[config.mk]
export PLATFORM = sky130hd
export DESIGN_NAME = wbi_slave_port_node
export DESIGN_NICKNAME = d
export VERILOG_FILES = /design/src/rtl/wbi_slave_port_node.sv
export SDC_FILE = /design/constraint.sdc
export NUM_CORES = 1
export LEC_CHECK = 0
export BUFFER_PORTS_ARGS = -buffer_cell sky130_fd_sc_hd__buf_2
export CORE_MARGIN = 2
export CORE_UTILIZATION = 49
export DETAILED_ROUTE_END_ITERATION = 8
export GPL_TIMING_DRIVEN = 0
export MAX_ROUTING_LAYER = met4
export PLACE_DENSITY = 0.81
export SLEW_MARGIN = 40
export SYNTH_ARGS = -nofsm -noshare
export SYNTH_HDL_FRONTEND = slang
export SYNTH_SLANG_ARGS = --single-unit
[constraint.sdc]
create_clock -name mclk -period 2.7 [get_ports mclk]
set_input_delay 0.54 -clock mclk [delete_from_list [all_inputs] [get_ports mclk]]
set_output_delay 0.54 -clock mclk [all_outputs]
set_load 0.02 [all_outputs]
[src/rtl/wbi_slave_port_node.sv]
// wbi_slave_port_node
//   Terminal node of the interconnect daisy chain. Takes tid-tagged command
//   beats over valid/ready, runs the matching Wishbone single or burst cycle
//   on one slave, and returns every slave acknowledge (or error/timeout) as a
//   tid-tagged response beat through a one-entry response register.
// Ports:
//   mclk, reset_n         clock, asynchronous active-low reset
//   wbd_cmd_*             command beat in (valid/ready); adr/bl/tid/we taken
//                         from the first beat only
//   wbd_res_*             response beat out (valid/ready)
//   wbs_*                 Wishbone master side towards the slave
module wbi_slave_port_node #(
  parameter int unsigned AW  = 32,
  parameter int unsigned DW  = 32,
  parameter int unsigned BW  = 4,
  parameter int unsigned BL  = 10,
  parameter int unsigned TOW = 8
) (
  input  logic          mclk,
  input  logic          reset_n,
  // command path
  output logic          wbd_cmd_wrdy_o,
  input  logic          wbd_cmd_wval_i,
  input  logic [AW-1:0] wbd_cmd_adr_i,
  input  logic          wbd_cmd_we_i,
  input  logic [DW-1:0] wbd_cmd_dat_i,
  input  logic [BW-1:0] wbd_cmd_sel_i,
  input  logic [3:0]    wbd_cmd_tid_i,
  input  logic [BL-1:0] wbd_cmd_bl_i,
  // response path
  input  logic          wbd_res_rrdy_i,
  output logic          wbd_res_rval_o,
  output logic [DW-1:0] wbd_res_dat_o,
  output logic          wbd_res_ack_o,
  output logic          wbd_res_lack_o,
  output logic          wbd_res_err_o,
  output logic [3:0]    wbd_res_tid_o,
  // Wishbone slave side
  output logic          wbs_cyc_o,
  output logic          wbs_stb_o,
  output logic          wbs_we_o,
  output logic [AW-1:0] wbs_adr_o,
  output logic [DW-1:0] wbs_dat_o,
  output logic [BW-1:0] wbs_sel_o,
  output logic [BL-1:0] wbs_bl_o,
  output logic          wbs_bry_o,
  input  logic [DW-1:0] wbs_dat_i,
  input  logic          wbs_ack_i,
  input  logic          wbs_lack_i,
  input  logic          wbs_err_i
);

  localparam logic [BL-1:0]  REM_ONE  = BL'(1);
  // Timeout fires on the cycle whose increment would bring the timer to all-ones
  localparam logic [TOW-1:0] TMO_LAST = TOW'({TOW{1'b1}} - 1'b1);

  typedef enum logic [1:0] {
    S_IDLE  = 2'd0,
    S_BUS   = 2'd1,
    S_WDATA = 2'd2,
    S_DRAIN = 2'd3
  } state_e;

  state_e          state_q, state_d;
  logic            rdy_en_q;
  logic [AW-1:0]   adr_q, adr_d;
  logic            we_q, we_d;
  logic [DW-1:0]   dat_q, dat_d;
  logic [BW-1:0]   sel_q, sel_d;
  logic [3:0]      tid_q, tid_d;
  logic [BL-1:0]   bl_q, bl_d;
  logic [BL-1:0]   remain_q, remain_d;
  logic [TOW-1:0]  timer_q, timer_d;

  logic            rval_q, rval_d;
  logic [DW-1:0]   rdat_q, rdat_d;
  logic            rack_q, rack_d;
  logic            rlack_q, rlack_d;
  logic            rerr_q, rerr_d;
  logic [3:0]      rtid_q, rtid_d;

  logic            free_c;
  logic            ack_c;
  logic            err_c;
  logic            lack_c;
  logic            accept_c;

  // Response register can take a new beat when empty or being drained now
  assign free_c   = ~rval_q | wbd_res_rrdy_i;
  assign ack_c    = free_c & wbs_ack_i;
  // Error beats out ack; timeout only loads once the response slot is free
  assign err_c    = free_c & (wbs_err_i | (timer_q == TMO_LAST));
  assign lack_c   = (remain_q == REM_ONE) | wbs_lack_i;
  assign accept_c = wbd_cmd_wval_i & wbd_cmd_wrdy_o;

  // Next-state and datapath update
  always_comb begin
    state_d  = state_q;
    adr_d    = adr_q;
    we_d     = we_q;
    dat_d    = dat_q;
    sel_d    = sel_q;
    tid_d    = tid_q;
    bl_d     = bl_q;
    remain_d = remain_q;
    timer_d  = timer_q;
    rval_d   = rval_q & ~wbd_res_rrdy_i;
    rdat_d   = rdat_q;
    rack_d   = rack_q;
    rlack_d  = rlack_q;
    rerr_d   = rerr_q;
    rtid_d   = rtid_q;

    case (state_q)
      S_IDLE: begin
        if (accept_c) begin
          adr_d    = wbd_cmd_adr_i;
          we_d     = wbd_cmd_we_i;
          dat_d    = wbd_cmd_dat_i;
          sel_d    = wbd_cmd_sel_i;
          tid_d    = wbd_cmd_tid_i;
          remain_d = (wbd_cmd_bl_i == '0) ? REM_ONE : wbd_cmd_bl_i;
          bl_d     = (wbd_cmd_bl_i == '0) ? REM_ONE : wbd_cmd_bl_i;
          timer_d  = '0;
          state_d  = S_BUS;
        end
      end

      S_BUS: begin
        if (err_c) begin
          rval_d  = 1'b1;
          rdat_d  = '0;
          rack_d  = 1'b0;
          rlack_d = 1'b1;
          rerr_d  = 1'b1;
          rtid_d  = tid_q;
          // Remaining write beats still arrive upstream and must be swallowed
          if (!we_q || (remain_q == REM_ONE)) begin
            state_d = S_IDLE;
          end else begin
            remain_d = remain_q - REM_ONE;
            state_d  = S_DRAIN;
          end
        end else if (ack_c) begin
          rval_d   = 1'b1;
          rdat_d   = wbs_dat_i;
          rack_d   = 1'b1;
          rlack_d  = lack_c;
          rerr_d   = 1'b0;
          rtid_d   = tid_q;
          remain_d = remain_q - REM_ONE;
          timer_d  = '0;
          if (lack_c)    state_d = S_IDLE;
          else if (we_q) state_d = S_WDATA;
        end else if (timer_q != TMO_LAST) begin
          timer_d = timer_q + TOW'(1);
        end
      end

      S_WDATA: begin
        if (accept_c) begin
          dat_d   = wbd_cmd_dat_i;
          sel_d   = wbd_cmd_sel_i;
          state_d = S_BUS;
        end
      end

      S_DRAIN: begin
        if (accept_c) begin
          remain_d = remain_q - REM_ONE;
          if (remain_q <= REM_ONE) state_d = S_IDLE;
        end
      end

      default: state_d = S_IDLE;
    endcase
  end

  // State and datapath registers
  always_ff @(posedge mclk or negedge reset_n) begin
    if (!reset_n) begin
      state_q  <= S_IDLE;
      rdy_en_q <= 1'b0;
      adr_q    <= '0;
      we_q     <= 1'b0;
      dat_q    <= '0;
      sel_q    <= '0;
      tid_q    <= '0;
      bl_q     <= '0;
      remain_q <= '0;
      timer_q  <= '0;
      rval_q   <= 1'b0;
      rdat_q   <= '0;
      rack_q   <= 1'b0;
      rlack_q  <= 1'b0;
      rerr_q   <= 1'b0;
      rtid_q   <= '0;
    end else begin
      state_q  <= state_d;
      rdy_en_q <= 1'b1;
      adr_q    <= adr_d;
      we_q     <= we_d;
      dat_q    <= dat_d;
      sel_q    <= sel_d;
      tid_q    <= tid_d;
      bl_q     <= bl_d;
      remain_q <= remain_d;
      timer_q  <= timer_d;
      rval_q   <= rval_d;
      rdat_q   <= rdat_d;
      rack_q   <= rack_d;
      rlack_q  <= rlack_d;
      rerr_q   <= rerr_d;
      rtid_q   <= rtid_d;
    end
  end

  // Ready is held low while reset is applied and for the first cycle after it
  assign wbd_cmd_wrdy_o = rdy_en_q & (state_q != S_BUS);

  assign wbd_res_rval_o = rval_q;
  assign wbd_res_dat_o  = rdat_q;
  assign wbd_res_ack_o  = rack_q;
  assign wbd_res_lack_o = rlack_q;
  assign wbd_res_err_o  = rerr_q;
  assign wbd_res_tid_o  = rtid_q;

  // Strobe only when the response slot can absorb the resulting ack
  assign wbs_cyc_o = (state_q == S_BUS) | (state_q == S_WDATA);
  assign wbs_stb_o = (state_q == S_BUS) & free_c;
  assign wbs_bry_o = (state_q == S_BUS) & free_c;
  assign wbs_we_o  = we_q;
  assign wbs_adr_o = adr_q;
  assign wbs_dat_o = dat_q;
  assign wbs_sel_o = sel_q;
  assign wbs_bl_o  = bl_q;

endmodule
# Word level (Yosys, flattened, before mapping)
# Index checks and enable logic that the tools add are counted.
classes:
  n_addsub: 2
  n_lt_le_gt_ge: 1
  n_eq_ne: 16
  muxes: 34
  bitwise: 12
  reduce_logical: 14
ops:
  columns: ["op", "count"]
  rows:
  - ["32-bit two-way mux", 2]
  - ["10-bit two-way mux", 6]
  - ["8-bit two-way mux", 4]
  - ["10-bit case mux with 3 select lines", 1]
  - ["2-bit two-way mux", 8]
  - ["8-bit case mux with 2 select lines", 1]
  - ["10-bit by 1-bit equality test with 1-bit output (second input constant)", 1]
  - ["10-bit by 1-bit <= comparator with 1-bit output (second input constant)", 1]
  - ["10-bit logical NOT", 1]
  - ["5-bit AND reduction", 2]
  - ["10-bit by 1-bit subtractor with 10-bit output (second input constant)", 1]
  - ["1-bit two-way mux", 9]
  - ["3-bit inequality test (second input constant)", 3]
  - ["8-bit by 1-bit adder with 8-bit output (second input constant)", 1]
  - ["8-bit equality test (second input constant)", 1]
  - ["4-bit two-way mux", 2]
  - ["2-bit inequality test (second input constant)", 4]
  - ["8-bit inequality test (second input constant)", 1]
  - ["1-bit AND", 6]
  - ["2-bit case mux with 3 select lines", 1]
  - ["2-bit AND reduction", 3]
  - ["2-bit equality test (second input constant)", 2]
  - ["2-bit by 1-bit inequality test with 1-bit output (second input constant)", 2]
  - ["4-bit inequality test (second input constant)", 1]
  - ["other kinds (10)", 15]
totals:
  reg_bits: 144
  input_bits: 122
  out_inout_bits: 123

# Depth between registers and ports, before layout
# Gate-level depths: netlist (run 1).
logic_depth:
  depth_word: 6
  mapped_depth: 10

# Worst setup path before layout (run 1)
# OpenSTA, ideal clock, no wires.
synth_path:
  kind: "flip-flop to flip-flop"
  from: "register timer_q[0]"
  to: "register remain_q[2]"
  arrival_time_ps: 1874
  setup_slack_ps: 704
  stages_incl_launch_ff: 9
  path_buffers: 1
  cell_sequence: "dfrtp_1 > inv_1 > ha_1 > and3_1 > a2111oi_2 > or2_1 > clkbuf_1 > nor3_1 > o22a_1"
synth_between:
  elab_chain_len: 5
  elab_cells_between_ends: 8
  classes_between: "eq/ne (3); mux (2); bitwise (2); reduce/logical (1)"
synth_rtl:
  columns: ["item", "line_no", "text"]
  rows:
  - ["start, declared", "73", "logic [TOW-1:0] timer_q, timer_d;"]
  - ["start signal, assigned", "208", "timer_q <= timer_d;"]
  - ["8-bit equality test (*)", "92", "assign err_c = free_c & (wbs_err_i | (timer_q == TMO_LAST));"]
  - ["1-bit bitwise OR (*)", "92", null]
  - ["1-bit AND (*)", "92", null]
  - ["3-bit inequality test (no source line) or 10-bit two-way mux (tied branches)", null, null]
  - ["5-bit AND reduction (no source line) or 10-bit case mux with 3 select lines (tied branches)", null, null]
  - ["end signal, assigned", "207", "remain_q <= remain_d;"]
  - ["end, declared", "72", "logic [BL-1:0] remain_q, remain_d;"]
# Every way passes the cells marked *; elsewhere a longest branch is shown, timed or not.
# A chain may end at the register's enable or synchronous reset.

# Worst setup path after layout (run 1)
layout_path:
  from: "register state_q[1]"
  to: "output port wbs_stb_o"
layout_between:
  elab_chain_len: 2
layout_rtl:
  columns: ["item", "line_no", "text"]
  rows:
  - ["start, declared", "64", "state_e state_q, state_d;"]
  - ["start signal, assigned", "199", "state_q <= state_d;"]
  - ["2-bit by 1-bit equality test with 1-bit output", "230", "assign wbs_stb_o = (state_q == S_BUS) & free_c;"]
  - ["1-bit AND", "230", null]
  - ["end, declared", "40", "output logic wbs_stb_o,"]
# Every way passes these cells.

==> out/metrics.csv, run 1 <==
stage;metric;value;unit
floorplanning;DIE AREA;0.0134;sq mm
synthesis;cell taking the most area after synthesis;dfrtp_1;
detailed_routing;DRT antenna net count;0;
cells_and_area;Area Growth Syn to Fin;34.2;%
cts;TritonCTS Sinks;144;
floorplanning;io pins;245;
synthesis;Yosys cell types;46;
global_routing;GRT overflow;0;
critical_path;CP startpoint kind;register;
floorplanning;core area;0.0121;sq mm
cts;H-tree Lvls;4;
critical_path;crit-path max FO;10;
global_routing;largest net degree at the start of global routing;75;
synthesis;Yosys reg bits;144;
sta;Tmin final;2.51;ns
floorplanning;Die X;116;um
global_routing;Total Routing Usage GR;24.0;%
synthesis;Post-Syn Instances;529;
detailed_routing;final WL;15.3;mm
synthesis;Post-synth EDFFs;0;
cts;clock root buffer;clkbuf_16;
pwr;P_sw;0.00423;W
pwr;Switching Share;39.3;%
cells_and_area;share of post-route cells with drive strength above 1;47.6;%
sta;final hold violations;0;
pwr;Int Pwr;0.00653;W
pwr;sequential share of power;34.2;%
critical_path;WS Path Type;register to output port;
detailed_routing;DR vias/cell;5.15;
cts;clk slew on worst S/H paths;0.06;ns
synthesis;Async SR Flop Fraction;100;%
synthesis;Synth top area share;58.7;%
critical_path;data required time of the worst path;2.16;ns
floorplanning;Initial Util;50.7;%
global_routing;first-pass GRT wire length;24.2;mm
synthesis;syn nets;659;
detailed_routing;initial DRC count;291;
pwr;Cell Pwr Density;1310;mW/mm^2
cts;CTS tree;done;
global_routing;initial antenna violation count;0;
critical_path;Worst Setup End Kind;output port;
sta;final setup fails;0;
critical_path;critical path arrival;1.97;ns
run_status;status;finished, final reports clean;
cts;post_cts resized;0;
synthesis;Synth top cells by count;dfrtp_1 (144), nand2_1 (88), mux2_2 (82);
detailed_routing;DR pass1 iterations;4;
placed_design;post-DP HPWL;11.3;mm
sta;skew final;0.00785;ns
pwr;Max VDD drop;0.696;mV
global_routing;vias in the first global route;5067;
floorplanning;row cnt;40;
detailed_routing;DRC errors left;0;
detailed_routing;via count;5020;
pwr;combinational share of power;42.7;%
sta;Max Freq;398;MHz
synthesis;most frequent cell after synthesis;dfrtp_1;
pwr;clock network fraction of total power;23.1;%
cells_and_area;final net count;923;
cts;cts hold-fix bufs;0;
placed_design;RD Place Congestion;0.879;
cts;CTS buffer count;17;
synthesis;Post-Syn Area;0.00614;sq mm
synthesis;top post-synthesis cells by area;dfrtp_1 (59%), mux2_2 (15%), nand2_1 (5.4%);
hold_path;Hold/Removal Path Class;primary input to asynchronous set/reset pin;
sta;Slew Viols, Final;0;
cells_and_area;filler instances;923;
synthesis;Post-synth top flop;dfrtp_1;
cts;setup bufs post-CTS;0;
synthesis;syn avg cell area;11.6;sq um
cells_and_area;# diodes;0;
cells_and_area;fin area;0.00824;sq mm
sta;setup slack after layout;0.185;ns
floorplanning;Chip Height;116;um
detailed_routing;post-DR wirelength/cell;15.7;um
flow_run;MaxCap Viol Count;0;
placed_design;pre-CTS setup slack;0.297;ns
placed_design;Buffers on Ports;244;
placed_design;Placement Cell Area;0.00761;sq mm
sta;setup TNS;0;ns
sta;Tightest Pin Transition;0.577;ns
sta;period utilization;93.1;%
cts;Clock Tree Buf Depth;2;
pwr;LEAKAGE;4.20;nW
synthesis;yosys warns;0;
cts;Clk Latency, worst-skew pair;0.41;ns
synthesis;Seq/Total Area, Yosys;58.7;%
sta;RSZ-0062 raised after global routing;false;
sta;Slew Limit Headroom;61.5;%
layer usage:
layer	vias up	share of wire [%]	track usage, %	wire length (um)
met5	-	0	-	0
met4	0	1.8	9.21	279
met3	27	6.7	5.75	1030
met2	213	50	40.4	7610
met1	2406	42	28.0	6350
li1	2374	-	-	-
path summary, 6_finish.rpt:
check	start	cells after the start	slack, ns	endpoint
max	state_q[1]$_DFFE_PN0P_	7	0.19	wbs_stb_o
min	reset_n	1	0.07	wbs_bl_o[6]$_DFFE_PN0P_
max reg2reg	state_q[1]$_DFFE_PN0P_	7	0.29	wbs_dat_o[9]$_DFFE_PN0P_
min reg2reg	wbd_res_dat_o[22]$_DFFE_PN0P_	2	0.46	wbd_res_dat_o[22]$_DFFE_PN0P_
max in group asynchronous	reset_n	2	1.89	wbs_dat_o[5]$_DFFE_PN0P_
min in group mclk	wbs_dat_i[25]	3	0.35	wbd_res_dat_o[25]$_DFFE_PN0P_
kinds of logic (layout without fill, tap and decap cells):
| family | count (synthesis) | after routing | synth area share [%] |
|---|---|---|---|
| fa+ha+maj | 8 | 8 | 1.63 |
| other cells | 1 | 1 | 0.0611 |
| mux | 83 | 83 | 15.2 |
| flops | 144 | 144 | 58.7 |
| buf+inv | 40 | 317 | 2.89 |
| simple gates | 183 | 183 | 13.7 |
| compound gates | 70 | 70 | 7.84 |
worst max-delay path, cell delays in order, from the launching register on:
cell     delay, ns
dfrtp_1       0.40
inv_1         0.10
ha_1          0.22
buf_2         0.25
nand2_1       0.17
inv_1         0.14
buf_4         0.12
buf_2         0.16
cell type report:
type | count | area (sq um) | area share, %
Inverter | 11 | 41.3 | 0.501
Buffer | 29 | 136 | 1.65
Clock inverter | 10 | 158 | 1.91
Sequential cell | 144 | 3600 | 43.7
Clock buffer | 22 | 474 | 5.75
Tap cell | 168 | 210 | 2.55
Timing Repair Buffer | 245 | 1260 | 15.3
Multi-Input combinational cell | 345 | 2360 | 28.6
power by group through the flow:
stage	clock network, W	registers (W)	logic, W
finish	0.00249	0.00368	0.00460
global route	0.00264	0.00380	0.00500
CTS	0.00253	0.00368	0.00464
detailed placement	0	0.00370	0.00462
global placement	0	0.00364	0.00448
floorplan	0	0.00468	0.00203
placed cells by master, fill, tap and decap left out, drive strengths merged, types with 9 or more instances in the layout:
| cell type | n |
|---|---|
| o31ai | 14 |
| inv | 11 |
| dfrtp | 144 |
| clkbuf | 30 |
| buf | 266 |
| mux2 | 82 |
| o21ai | 24 |
| nand2 | 88 |
| a21oi | 12 |
| nand3 | 35 |
| a31oi | 9 |
| nor2 | 27 |
through the flow:
stage	power [W]	instances	hold WS, ns	utilization (%)
after floorplan	0.00671	529	0.244	-
after global placement	0.00811	941	0.444	62.5
after detailed placement	0.00831	942	0.450	62.8
after CTS	0.0109	974	0.0952	68.1
after global routing	0.0114	974	0.108	68.1
final	0.0108	974	0.0673	68.1
sequential cells by signal (all words and copies together), names as in the netlist:
name            flops
rdy_en_q            1
remain_q           10
state_q             2
tid_q               4
timer_q             8
wbd_res_ack_o       1
wbd_res_dat_o      32
wbd_res_err_o       1
wbd_res_lack_o      1
wbd_res_rval_o      1
wbd_res_tid_o       4
wbs_adr_o          32
wbs_bl_o           10
wbs_dat_o          32
wbs_sel_o           4
wbs_we_o            1
Power figures use the tool's default switching activity.
==> run 2: changes to the inputs <==
REMOVE_ABC_BUFFERS = 1   (was not set)
==> run 2 against run 1 <==
  * Clock skew up 0.0068 ns
  * Largest power group unchanged
  * Maximum frequency about the same
  * Non-clock buffer count down 18
  * Die area unchanged
  * Core utilization up 0.18 points
  * Clock-buffer cell count up 1
  * Register-to-register slack worse by 0.02 ns
  * Critical path type unchanged
==> out/metrics.csv, run 2 (synthesis results as in run 1) <==
stage;metric;value;unit;change
placed_design;Buffers on Ports;244;;unchanged
floorplanning;Initial Util;50.7;%;unchanged
global_routing;first-pass GRT wire length;24.1;mm;-0.57%
critical_path;critical path arrival;1.97;ns;about the same
cts;Clock Tree Buf Depth;2;;unchanged
cells_and_area;share of post-route cells with drive strength above 1;48.7;%;+1.1 points
cells_and_area;FF/Latch Area;0.00360;sq mm;unchanged
critical_path;cells on worst reg2reg path;6;;-1
sta;Tightest Pin Transition;0.612;ns;+0.0346 ns
detailed_routing;via count;5050;;+0.60%
cells_and_area;Area Growth Syn to Fin;34.5;%;
sta;Tmin final;2.51;ns;+0.000262 ns
cells_and_area;most frequent cells in the layout;buf_2 (243), dfrtp_1 (144), nand2_1 (88);;
critical_path;R2R Path Start;state_q[1]$_DFFE_PN0P_;;
global_routing;GRT overflow;0;;unchanged
cts;clk slew on worst S/H paths;0.06;ns;about the same
critical_path;Reg2Reg Setup Slack;0.27;ns;-0.02 ns
critical_path;data required time of the worst path;2.16;ns;about the same
global_routing;Total Routing Usage GR;24.1;%;+0.13 points
cts;H-tree Lvls;4;;unchanged
detailed_routing;DR pass1 iterations;4;;unchanged
detailed_routing;DRT antenna net count;0;;unchanged
placed_design;RD Place Congestion;0.835;;-4.9%
detailed_routing;DR vias/cell;5.28;;+2.5%
cts;TritonCTS Sinks;144;;unchanged
pwr;Max VDD drop;0.737;mV;+5.9%
floorplanning;io pins;245;;unchanged
cts;clock root buffer;clkbuf_16;;
sta;Slew Limit Headroom;59.1;%;-2.4 points
run_status;status;finished, final reports clean;;
cells_and_area;final net count;905;;-2.0%
hold_path;Hold/Removal Path Class;primary input to asynchronous set/reset pin;;
cts;Clk Latency, worst-skew pair;0.42;ns;about the same
pwr;Cell Pwr Density;1280;mW/mm^2;-1.6%
cts;cts hold-fix bufs;0;;unchanged
pwr;Tot Pwr;0.0106;W;-1.4%
sta;RSZ-0062 raised after global routing;false;;
detailed_routing;initial DRC count;321;;+10%
cells_and_area;area of the multi-input gates;0.00242;sq mm;+2.6%
critical_path;crit-path max FO;14;;+4
sta;Slew Viols, Final;0;;unchanged
sta;skew final;0.0146;ns;+0.00677 ns
flow_run;MaxCap Viol Count;0;;unchanged
placed_design;post-DP HPWL;11.6;mm;+2.9%
cts;setup bufs post-CTS;0;;unchanged
detailed_routing;DRC errors left;0;;unchanged
cells_and_area;most common cell after layout, fill and taps aside;buf_2;;
cells_and_area;fin util;68.2;%;+0.18 points
sta;period utilization;93.1;%;about the same
sta;Max Freq;398;MHz;about the same
cells_and_area;# diodes;0;;unchanged
global_routing;initial antenna violation count;0;;unchanged
floorplanning;core area;0.0121;sq mm;unchanged
cts;CTS tree;done;;
floorplanning;DIE AREA;0.0134;sq mm;unchanged
critical_path;r2r endpoint;remain_q[0]$_DFFE_PN0P_;;
pwr;LEAKAGE;4.17;nW;-0.56%
critical_path;WS Path Type;register to output port;;
floorplanning;Die X;116;um;unchanged
critical_path;CP startpoint kind;register;;
cells_and_area;filler instances;912;;-1.2%
sta;final setup fails;0;;unchanged
sta;final hold violations;0;;unchanged
detailed_routing;post-DR wirelength/cell;16.3;um;+3.8%
floorplanning;Chip Height;116;um;unchanged
floorplanning;row cnt;40;;unchanged
cts;CTS buffer count;17;;unchanged
detailed_routing;final WL;15.5;mm;+1.8%
global_routing;vias in the first global route;5021;;-0.91%
global_routing;largest net degree at the start of global routing;63;;-16%
critical_path;Worst Setup End Kind;output port;;
==> run 2: cell count changes in the layout (fill, tap and decap cells not counted), moves of 2 or more <==
cell,delta
buf_2,-13
buf_1,-6
clkbuf_1,-6
buf_8,+5
buf_4,+3
a21oi_4,+2
bufinv_16,-2
nor2_4,+2
==> run 2: how the worst max path moves through the flow <==
| stage | startpoint | end | cells after the start |
|---|---|---|---|
| after floorplan | state_q[1]$_DFFE_PN0P_ | timer_q[5]$_DFFE_PN0P_ | 7 |
| after global placement | state_q[1]$_DFFE_PN0P_ | timer_q[5]$_DFFE_PN0P_ | 7 |
| after detailed placement | state_q[1]$_DFFE_PN0P_ | remain_q[0]$_DFFE_PN0P_ | 7 |
| after CTS | state_q[1]$_DFFE_PN0P_ | remain_q[0]$_DFFE_PN0P_ | 7 |
| after global routing | state_q[1]$_DFFE_PN0P_ | wbs_bry_o | 5 |
| final | state_q[1]$_DFFE_PN0P_ | wbs_bry_o | 5 |
==> run 2: metrics by stage <==
stage	instances	setup WS (ns)	TNS, ns	hold slack [ns]	area (sq um)
floorplan	500	-0.919	-36.36	0.244	6010
CTS	956	0.172	0	0.00255	8260
detailed placement	924	0.0257	0	0.443	7680
global route	956	0.0467	0	0.00546	8260
global placement	912	-1.75	-250.53	0.443	7440
finish	956	0.185	0	0.00540	8260
==> run 2: per-layer routing <==
layer	vias to the layer above	wire length (um)	GRT usage (%)	share of wire (%)
li1	2332	-	-	-
met1	2457	6160	27.6	40
met2	235	7860	40.0	51
met3	26	1240	7.06	8.0
met4	0	290	9.60	1.9
met5	-	0	-	0
==> run 2: final cells by class <==
type	count	share of cell area (%)
clock buffer	23	5.66
clock inverter	9	1.30
inverter	11	0.500
multi-input combinational	345	29.3
sequential	144	43.6
tap	168	2.54
timing repair buffer	256	17.1
==> run 2: what timing repair did <==
item,CTS,global route
gates resized for setup,1,1
gates cloned,0,0
endpoints found under the setup margin,2,2
pin swaps,0,0
==> run 2: worst max-delay path, stage by stage (launching register included) <==
cell and delay [ns]:
dfrtp_1 0.40, inv_1 0.10, ha_2 0.37, nand2_1 0.26
inv_1 0.22, buf_2 0.20
==> run 2: report_power, final <==
group	internal, W	total (W)	leakage, nW	switching, W
Sequential	0.00313	0.00369	1.77	0.000561
Clock	0.00141	0.00227	0.278	0.000861
Combinational	0.00181	0.00465	2.13	0.00284
